<file path="src/rtl/router_output_allocator_pkg.sv">
// Shared router definitions: allocator FSM states and router port indices.
package router_output_allocator_pkg;

    typedef enum logic {
        IDLE   = 1'b0,
        LOCKED = 1'b1
    } alloc_state_t;

    localparam int LOCAL = 0;
    localparam int NORTH = 1;
    localparam int SOUTH = 2;
    localparam int EAST  = 3;
    localparam int WEST  = 4;

endpackage

</file>
<file path="src/rtl/router_output_allocator_rr_priority_select.sv">
// Rotating-priority one-hot selector: first set request at or above ptr, wrapping to 0.
module rr_priority_select #(
    parameter int N         = 5,
    parameter int PTR_WIDTH = $clog2(N)
) (
    input  logic [N-1:0]         req,
    input  logic [PTR_WIDTH-1:0] ptr,
    output logic [N-1:0]         grant
);

    logic found_s;

    // Walk the requests starting at ptr and keep only the first hit.
    always_comb begin
        grant   = '0;
        found_s = 1'b0;
        for (int k = 0; k < N; k++) begin
            int idx;
            idx = (int'(ptr) + k) % N;
            if (!found_s && req[idx]) begin
                grant[idx] = 1'b1;
                found_s    = 1'b1;
            end else begin
                found_s = found_s;
            end
        end
    end

endmodule

</file>
<file path="src/rtl/router_output_allocator.sv">
// Output-port allocator: wormhole packet locking, round-robin arbitration and credit tracking.
module router_output_allocator
    import router_output_allocator_pkg::*;
#(
    parameter  int NUM_INPUTS   = 5,
    parameter  int CREDIT_DEPTH = 1,
    localparam int CREDIT_WIDTH = $clog2(CREDIT_DEPTH + 1),
    localparam int IDX_WIDTH    = $clog2(NUM_INPUTS)
) (
    input  logic                    clk,
    input  logic                    rst,
    input  logic [NUM_INPUTS-1:0]   req,
    input  logic [NUM_INPUTS-1:0]   req_is_tail,
    input  logic [NUM_INPUTS-1:0]   turn_disable,
    input  logic                    credit_in,
    output logic [NUM_INPUTS-1:0]   grant,
    output logic                    send_out,
    output logic                    locked,
    output logic [IDX_WIDTH-1:0]    owner_idx,
    output logic [CREDIT_WIDTH-1:0] credit_count,
    output logic                    credit_err
);

    localparam logic [CREDIT_WIDTH-1:0] CREDIT_FULL = CREDIT_WIDTH'(CREDIT_DEPTH);

    alloc_state_t            state_r;
    alloc_state_t            state_nxt_s;
    logic [IDX_WIDTH-1:0]    rr_ptr_r;
    logic [IDX_WIDTH-1:0]    rr_ptr_nxt_s;
    logic [IDX_WIDTH-1:0]    owner_r;
    logic [IDX_WIDTH-1:0]    owner_nxt_s;
    logic [CREDIT_WIDTH-1:0] credit_r;
    logic [CREDIT_WIDTH-1:0] credit_nxt_s;
    logic                    err_r;
    logic                    err_set_s;

    logic [NUM_INPUTS-1:0]   eligible_s;
    logic [NUM_INPUTS-1:0]   idle_pick_s;
    logic [NUM_INPUTS-1:0]   grant_s;
    logic [IDX_WIDTH-1:0]    win_s;
    logic                    win_tail_s;
    logic                    send_s;

    function automatic logic [IDX_WIDTH-1:0] ptr_inc(input logic [IDX_WIDTH-1:0] p);
        if (int'(p) == NUM_INPUTS - 1) begin
            return '0;
        end else begin
            return p + IDX_WIDTH'(1);
        end
    endfunction

    assign eligible_s = req & ~turn_disable;

    rr_priority_select #(
        .N         (NUM_INPUTS),
        .PTR_WIDTH (IDX_WIDTH)
    ) u_rr (
        .req   (eligible_s),
        .ptr   (rr_ptr_r),
        .grant (idle_pick_s)
    );

    // Zero-latency grant; a locked owner bypasses arbitration and turn restrictions.
    always_comb begin
        grant_s = '0;
        if (rst) begin
            grant_s = '0;
        end else if (credit_r == '0) begin
            grant_s = '0;
        end else if (state_r == IDLE) begin
            grant_s = idle_pick_s;
        end else if (req[owner_r]) begin
            grant_s[owner_r] = 1'b1;
        end else begin
            grant_s = '0;
        end
    end

    // Encode the one-hot winner back to an index.
    always_comb begin
        win_s = '0;
        for (int i = 0; i < NUM_INPUTS; i++) begin
            if (grant_s[i]) begin
                win_s = IDX_WIDTH'(i);
            end else begin
                win_s = win_s;
            end
        end
    end

    assign win_tail_s = req_is_tail[win_s];
    assign send_s     = |grant_s;

    // Packet-level FSM; the round-robin pointer moves only when a packet completes.
    always_comb begin
        state_nxt_s  = state_r;
        rr_ptr_nxt_s = rr_ptr_r;
        owner_nxt_s  = owner_r;
        case (state_r)
            IDLE: begin
                if (send_s && win_tail_s) begin
                    rr_ptr_nxt_s = ptr_inc(win_s);
                end else if (send_s) begin
                    state_nxt_s = LOCKED;
                    owner_nxt_s = win_s;
                end else begin
                    state_nxt_s = IDLE;
                end
            end
            LOCKED: begin
                if (send_s && win_tail_s) begin
                    state_nxt_s  = IDLE;
                    rr_ptr_nxt_s = ptr_inc(owner_r);
                end else begin
                    state_nxt_s = LOCKED;
                end
            end
            default: begin
                state_nxt_s = IDLE;
            end
        endcase
    end

    // Credit bookkeeping; a return on a full counter saturates and flags an error.
    always_comb begin
        credit_nxt_s = credit_r;
        err_set_s    = 1'b0;
        if (credit_in && !send_s) begin
            if (credit_r == CREDIT_FULL) begin
                err_set_s = 1'b1;
            end else begin
                credit_nxt_s = credit_r + CREDIT_WIDTH'(1);
            end
        end else if (send_s && !credit_in) begin
            credit_nxt_s = credit_r - CREDIT_WIDTH'(1);
        end else begin
            credit_nxt_s = credit_r;
        end
    end

    // State registers with synchronous reset; reset drops any packet in flight.
    always_ff @(posedge clk) begin
        if (rst) begin
            state_r  <= IDLE;
            rr_ptr_r <= '0;
            owner_r  <= '0;
            credit_r <= CREDIT_FULL;
            err_r    <= 1'b0;
        end else begin
            state_r  <= state_nxt_s;
            rr_ptr_r <= rr_ptr_nxt_s;
            owner_r  <= owner_nxt_s;
            credit_r <= credit_nxt_s;
            err_r    <= err_r | err_set_s;
        end
    end

    assign grant        = grant_s;
    assign send_out     = send_s;
    assign locked       = (state_r == LOCKED);
    assign owner_idx    = owner_r;
    assign credit_count = credit_r;
    assign credit_err   = err_r;

endmodule

</file>
<file path="config.mk">
export PLATFORM = sky130hd
export DESIGN_NAME = router_output_allocator
export DESIGN_NICKNAME = d
export VERILOG_FILES = /design/src/rtl/router_output_allocator_pkg.sv /design/src/rtl/router_output_allocator_rr_priority_select.sv /design/src/rtl/router_output_allocator.sv
export SDC_FILE = /design/constraint.sdc
export NUM_CORES = 1
export LEC_CHECK = 0
export BUFFER_PORTS_ARGS = -buffer_cell sky130_fd_sc_hd__buf_4
export CORE_MARGIN = 2
export CORE_UTILIZATION = 45
export DETAILED_ROUTE_END_ITERATION = 8
export GPL_TIMING_DRIVEN = 0
export MAX_ROUTING_LAYER = met4
export PLACE_DENSITY = 0.64
export SLEW_MARGIN = 20
export SYNTH_ARGS = -nofsm -noshare
export SYNTH_HDL_FRONTEND = slang
export SYNTH_SLANG_ARGS = --single-unit
</file>
<file path="constraint.sdc">
create_clock -name clk -period 8 [get_ports clk]
set_clock_uncertainty 0.05 [all_clocks]
set_input_delay 0.4 -clock clk [delete_from_list [all_inputs] [get_ports clk]]
set_output_delay 0.4 -clock clk [all_outputs]
set_load 0.02 [all_outputs]
</file>
Word level (Yosys, flattened, before mapping)
Cells that the tools add are included.
{"block": "totals", "ff_bits": 9, "in_bits": 18, "output_inout_bits": 12, "wordCells": 129}
{"block": "classes", "add_sub_neg": 8, "div": 5, "order_cmp": 13, "n_eq_ne": 4, "mux": 62, "bitwise_logic": 9, "n_reduce_logical": 23}
{"op": "greater-or-equal comparator 32 x 1 -> 1 bit (second input constant)", "n": 5}
{"op": "less-than comparator 32 x 5 -> 1 bit (second input constant)", "n": 5}
{"op": "modulo 32 x 4 -> 32 bit (second input constant)", "n": 4}
{"op": "two-way mux 5 bit", "n": 9}
{"op": "modulo 4 x 4 -> 32 bit (second input constant)", "n": 1}
{"op": "two-way mux 1 bit", "n": 31}
{"op": "binary-select mux 1 bit (select 3 bit)", "n": 7}
{"op": "two-way mux 3 bit", "n": 7}
{"op": "OR 5 bit", "n": 4}
{"op": "demux 1 bit (select 3 bit)", "n": 6}
{"op": "logical AND 1 bit", "n": 13}
{"op": "adder 3 x 2 -> 4 bit (second input constant)", "n": 2}
{"op": "less-than comparator 3 x 4 -> 1 bit (second input constant)", "n": 2}
{"op": "adder 3 x 1 -> 3 bit (second input constant)", "n": 2}
{"op": "equality test 3 bit (second input constant)", "n": 2}
{"op": "logical NOT 1 bit", "n": 6}
{"op": "case mux 3 bit (2 select lines)", "n": 1}
{"op": "AND 5 bit", "n": 1}
{"op": "NOT 5 bit", "n": 1}
{"op": "OR reduction 5 bit", "n": 1}
{"op": "adder 3 x 1 -> 4 bit (second input constant)", "n": 1}
{"op": "adder 3 x 3 -> 4 bit (second input constant)", "n": 1}
{"op": "inequality test 2 x 1 -> 1 bit (second input constant)", "n": 2}
{"op": "greater-or-equal comparator 3 x 1 -> 1 bit (second input constant)", "n": 1}
{"op": "8 further kinds", "n": 9}

Logic depth before layout (Yosys ltp)
{"block": "depth", "word_depth": 30, "ltp_mapped": 30, "depth_no_buf": 25}

Hierarchy
Synthesis repeated with hierarchy kept, for this count alone.
{"block": "hier_totals", "cells_unflattened": 441, "area_unflattened_um2": 3400.8}
{"mod": "rr_priority_select", "instances": 1, "cells_each": 332, "area_each_um2": 2463.6, "seq_area_each_um2": 0.0}
{"mod": "router_output_allocator", "instances": 1, "cells_each": 109, "area_each_um2": 937.1, "seq_area_each_um2": 180.2}

Worst setup path after synthesis
OpenSTA, ideal clock, no wires.
{"block": "synth_path", "path_kind": "reg2reg", "start": "register rr_ptr_r[0]", "end": "register credit_r (netlist: credit_count)", "setup_ps": 123, "t_arrival_ps": 6873, "required_ps": 7827, "setup_slack_ps": 954, "stages_incl_launch_ff": 31, "n_path_buf": 5, "synth_period_minus_slack_ps": 7046, "path_cell_list": "dfxtp_1 > buf_2 > buf_1 > clkbuf_1 > buf_1 > clkbuf_1 > inv_1 > ha_1 > inv_1 > ha_1 > inv_1 > ha_1 > nor3_1 > nor2_1 > xnor2_1 > ha_1 > inv_1 > a2111oi_0 > a31oi_1 > a211oi_1 > o221ai_1 > and3_1 > mux2i_1 > o2bb2ai_1 > nor3_1 > inv_1 > nor4_2 > ha_1 > nor2_1 > mux2i_1 > or2_2"}
{"block": "synth_between", "elab_chain_len": 24, "word_cells_on_any_way": 79, "cone_classes": "4 x add/sub; 5 x div; 10 x order compare; 38 x mux; 4 x bitwise; 18 x reduce/logical"}
{"element": "start, declared", "line_no": "router_output_allocator.sv:28", "source": "logic [IDX_WIDTH-1:0] rr_ptr_r;"}
{"element": "start signal, assigned", "line_no": "router_output_allocator.sv:151", "source": "rr_ptr_r <= rr_ptr_nxt_s;"}
{"element": "branches (longest 16 deep; another with modulo 32 x 4 -> 32 bit)"}
{"element": "two-way mux 5 bit *", "line_no": "router_output_allocator_rr_priority_select.sv:20", "source": "if (!found_s && req[idx]) begin"}
{"element": "two-way mux 5 bit *", "line_no": "router_output_allocator.sv:70", "source": "end else if (state_r == IDLE) begin"}
{"element": "two-way mux 5 bit *", "line_no": "router_output_allocator.sv:68", "source": "end else if (credit_r == '0) begin"}
{"element": "two-way mux 5 bit *", "line_no": "router_output_allocator.sv:66", "source": "if (rst) begin"}
{"element": "via grant[3]", "line_no": "router_output_allocator.sv:16", "source": "output logic [NUM_INPUTS-1:0] grant,"}
{"element": "OR reduction 5 bit *", "line_no": "router_output_allocator.sv:92", "source": "assign send_s = |grant_s;"}
{"element": "logical NOT 1 bit", "line_no": "router_output_allocator.sv:128", "source": "if (credit_in && !send_s) begin"}
{"element": "logical AND 1 bit", "line_no": "router_output_allocator.sv:128"}
{"element": "two-way mux 1 bit or nonzero test 2 bit (tied branches)"}
{"element": "end signal, assigned", "line_no": "router_output_allocator.sv:153", "source": "credit_r <= credit_nxt_s;"}
{"element": "end, declared", "line_no": "router_output_allocator.sv:32", "source": "logic [CREDIT_WIDTH-1:0] credit_r;"}
Mark *: on every way through the listed nets, which the timed path passes. The select of a mux whose other input is x is not followed.
A chain may end at the register's enable or synchronous reset.

Worst setup path in the final report
{"block": "layout_path", "start": "register rr_ptr_r[0]", "end": "output port send_out"}
{"block": "layout_between", "elab_chain_len": 21, "word_cells_on_any_way": 74, "cone_classes": "4 x add/sub; 5 x div; 10 x order compare; 37 x mux; 4 x bitwise; 14 x reduce/logical"}
{"element": "branches (longest 16 deep; another with modulo 32 x 4 -> 32 bit)"}
{"element": "two-way mux 5 bit *", "line_no": "router_output_allocator_rr_priority_select.sv:20"}
{"element": "two-way mux 5 bit *", "line_no": "router_output_allocator.sv:70"}
{"element": "two-way mux 5 bit *", "line_no": "router_output_allocator.sv:68"}
{"element": "two-way mux 5 bit *", "line_no": "router_output_allocator.sv:66"}
{"element": "OR reduction 5 bit *", "line_no": "router_output_allocator.sv:92"}
{"element": "end, declared", "line_no": "router_output_allocator.sv:17", "source": "output logic send_out,"}
Mark *: on every way between the ends. The select of a mux whose other input is x is not followed.

==> summary.txt <==
Status -> complete, no violations
Post-synth top cells -> 39 x nor2_1, 33 x ha_1, 30 x inv_1
Area grow syn2layout -> 13.3%
NetSw -> 1.04 mW
Vias in the first global route -> 3700
Worst r2r src -> rr_ptr_r[0]
Final WL -> 11800 microns
Setup crit start kind -> register
Overflow after GRT -> 0
Num CTS Buffers -> 3
GP Congestion -> 0.962
Die ar. -> 7980 sq um
Cell taking the most area after synthesis -> ha_1
Tcrit/Tclk final -> 92.5%
Post-synthesis sequential area ratio -> 5.50%
Vert. Die Dim -> 89.3 microns
Syn. warnings -> 0
Number of distinct library cells after synthesis -> 78
Clock Power Share -> 3.1%
Layout Nets -> 560
Max-cap violations -> 0
Top-count cell post-synth -> nor2_1
Share of cells above drive strength 1 -> 15.0%
Min cycle time layout -> 7.40 ns
Worst Path Required -> 7.55 ns
Post-synth ARST share -> 0%
Final Hold Viols -> 0
Width of the die -> 89.3 microns
1st-iter DRT viols -> 463
RSZ-0062 raised after global routing -> false
CP Max Fanout -> 19
Hold Crit Class -> reg -> reg
Initial core utilization -> 45.9%
Post-CTS setup buffers -> 0
Worst Slack Setup Final -> 0.599 ns
Worst-skew pair later-pin latency -> 0.23 ns
Logic pwr share -> 91.3%
Residual DRC -> 0
IR drop worst, VDD -> 0.296 mV
Antenna Nets Post-Route -> 0
Post-Syn Instances -> 477
H-tree levels -> 1
Inst Count DP -> 605
Hold_buf cts -> 0
Worst-path clk slew -> 0.05 ns
First-pass GRT wire length -> 18300 microns
Mapped Avg Cell Area -> 6.87 sq um
Final non-filler cell total -> 607
Post-Place Setup Slack -> -1.38 ns
Worst slew margin -> 44.8%
Drt pass-1 iters -> 5
LEAKAGE -> 1.44 nW
Final Max Slew Viols -> 0
Worst R2R Setup Slack -> 0.62 ns
Sw Ratio -> 59.5%
Top FF cell, synth -> dfxtp_1
Initial antenna violation count -> 0
Syn Nets -> 528
Clk sinks -> 9
Top cell type's share of synthesized area -> 12.6%
Longest Clk Path Bufs -> 2
Critical setup path kind -> reg -> out
Synthesized cell area -> 3280 sq um
Slew @ Worst Pin -> 0.818 ns
CP endpoint -> send_out
Vias per cell -> 6.57
Final setup vio count -> 0
Seq pwr share -> 5.6%
Worst setup EP type -> output port
Highest Clock Rate -> 0.135 GHz
Core footprint -> 7140 sq um
Yosys reg bits -> 9
Num rows -> 31
Via count -> 3988
Ports -> 30
Final HPWL DP -> 9170 microns
CTS tree -> yes
Data arrival time of the critical path -> 6.95 ns
Int Power -> 0.704 mW
Root buffer selected by CTS -> clkbuf_8
Worst R2R Path Depth -> 29
Number of flops mapped to enable cells by yosys -> 0
Fill cells -> 755
Antenna Cells -> 0
Reg2Reg Capture Point -> credit_count
DR WL/cell -> 19.5 microns
Largest net degree at the start of global routing -> 12
P per Cell Area -> 469 nW/um^2
Setup_tns -> 0 ns
GRT Util Overall -> 30.4%
Top post-synthesis cells by area -> ha_1 13%, dfxtp_1 5.5%, nor2_1 4.5%
Critical Path Source -> rr_ptr_r[0]
Number of port buffers -> 29
## cell usage in the layout, fill, tap and decap left out, types with 13 or more instances in the layout
cell type and count:
ha_1 31, o21ai_0 22, nor2_1 39, nand2b_1 15, nor3_1 24, nand3_1 20
a21oi_1 23, nand2_1 29, mux2i_1 13, buf_4 30, inv_1 30, a31oi_1 15
clkbuf_1 13
## how the worst min path moves through the flow
stage	cells past startpoint	slack [ns]	endpoint	start
2_1_floorplan	2	0.52	credit_err	credit_err
3_3_place_gp	2	0.41	credit_err	credit_err
3_5_place_dp	2	0.42	credit_err	credit_err
4_1_cts	2	0.43	credit_err	credit_err
5_1_grt	2	0.50	credit_err	credit_err
6_report	2	0.43	credit_err	credit_err
## power by group through the flow
stage          sequential, mW  combinational [mW]  clock (mW)
3_5_place_dp           0.0968                1.51           0
3_3_place_gp           0.0966                1.50           0
4_1_cts                0.0965                1.53      0.0553
5_1_grt                0.0996                1.75      0.0579
2_1_floorplan          0.0976                1.13           0
6_report               0.0981                1.59      0.0534
## repair_timing
item / 4_1_cts / 5_1_grt
endpoints found under the hold margin: 0 / 0
resized for setup: 9 / 7
endpoints found under the setup margin: 15 / 3
gates cloned: 0 / 0
## stage by stage
| step | util (%) | power (mW) | hold slack, ns | area (sq um) |
|---|---|---|---|---|
| 2_1_floorplan | - | 1.22 | 0.521 | 3280 |
| 3_3_place_gp | 50.7 | 1.59 | 0.406 | 3620 |
| 3_5_place_dp | 50.7 | 1.60 | 0.423 | 3620 |
| 4_1_cts | 51.7 | 1.68 | 0.434 | 3690 |
| 5_1_grt | 52.0 | 1.91 | 0.503 | 3710 |
| 6_report | 52.0 | 1.74 | 0.427 | 3710 |
## cell type report
cell class	instances	area, sq um	area share (%)
inverter	32	120	3.23
timing repair buffer	29	218	5.86
multi-input combinational	410	2910	78.4
clock inverter	1	5.00	0.135
sequential	9	181	4.89
clock buffer	3	41.3	1.11
tap	99	124	3.34
buffer	24	113	3.03
## critical path: stages (launching register included)
cell and delay, ns:
dfxtp_2 0.46, buf_2 0.29, buf_2 0.40, clkbuf_4 0.33
clkbuf_2 0.28, inv_1 0.15, ha_2 0.28, inv_1 0.20
ha_2 0.29, inv_1 0.14, ha_1 0.27, nor3_4 0.30
nor2_1 0.16, xnor2_2 0.27, ha_1 0.32, inv_1 0.11
a2111oi_2 0.33, a31oi_1 0.12, a211oi_1 0.21, o221ai_1 0.17
and3_1 0.27, mux2i_1 0.22, o2bb2ai_1 0.17, nor3_2 0.24
inv_1 0.14, nor4_4 0.34, inv_1 0.07, buf_4 0.16
## kinds of logic after synthesis
kind of cell / after synthesis / synth area share (%)
AOI/OAI and AO/OA: 156 / 33.9
xor gates and xnor gates: 9 / 3.09
adders and majority gates: 33 / 12.6
buffers and inverters: 58 / 7.14
DFF: 9 / 5.50
muxes: 17 / 5.57
and+or+nand+nor: 195 / 32.1
## per-layer routing
layer	wire (microns)	vias to the layer above	track usage, %
li1	-	1885	-
met1	5120	1889	39.8
met2	5580	184	50.4
met3	847	30	1.94
met4	285	0	8.68
met5	0	-	-
No activity file was read; power rests on OpenSTA's default activity.
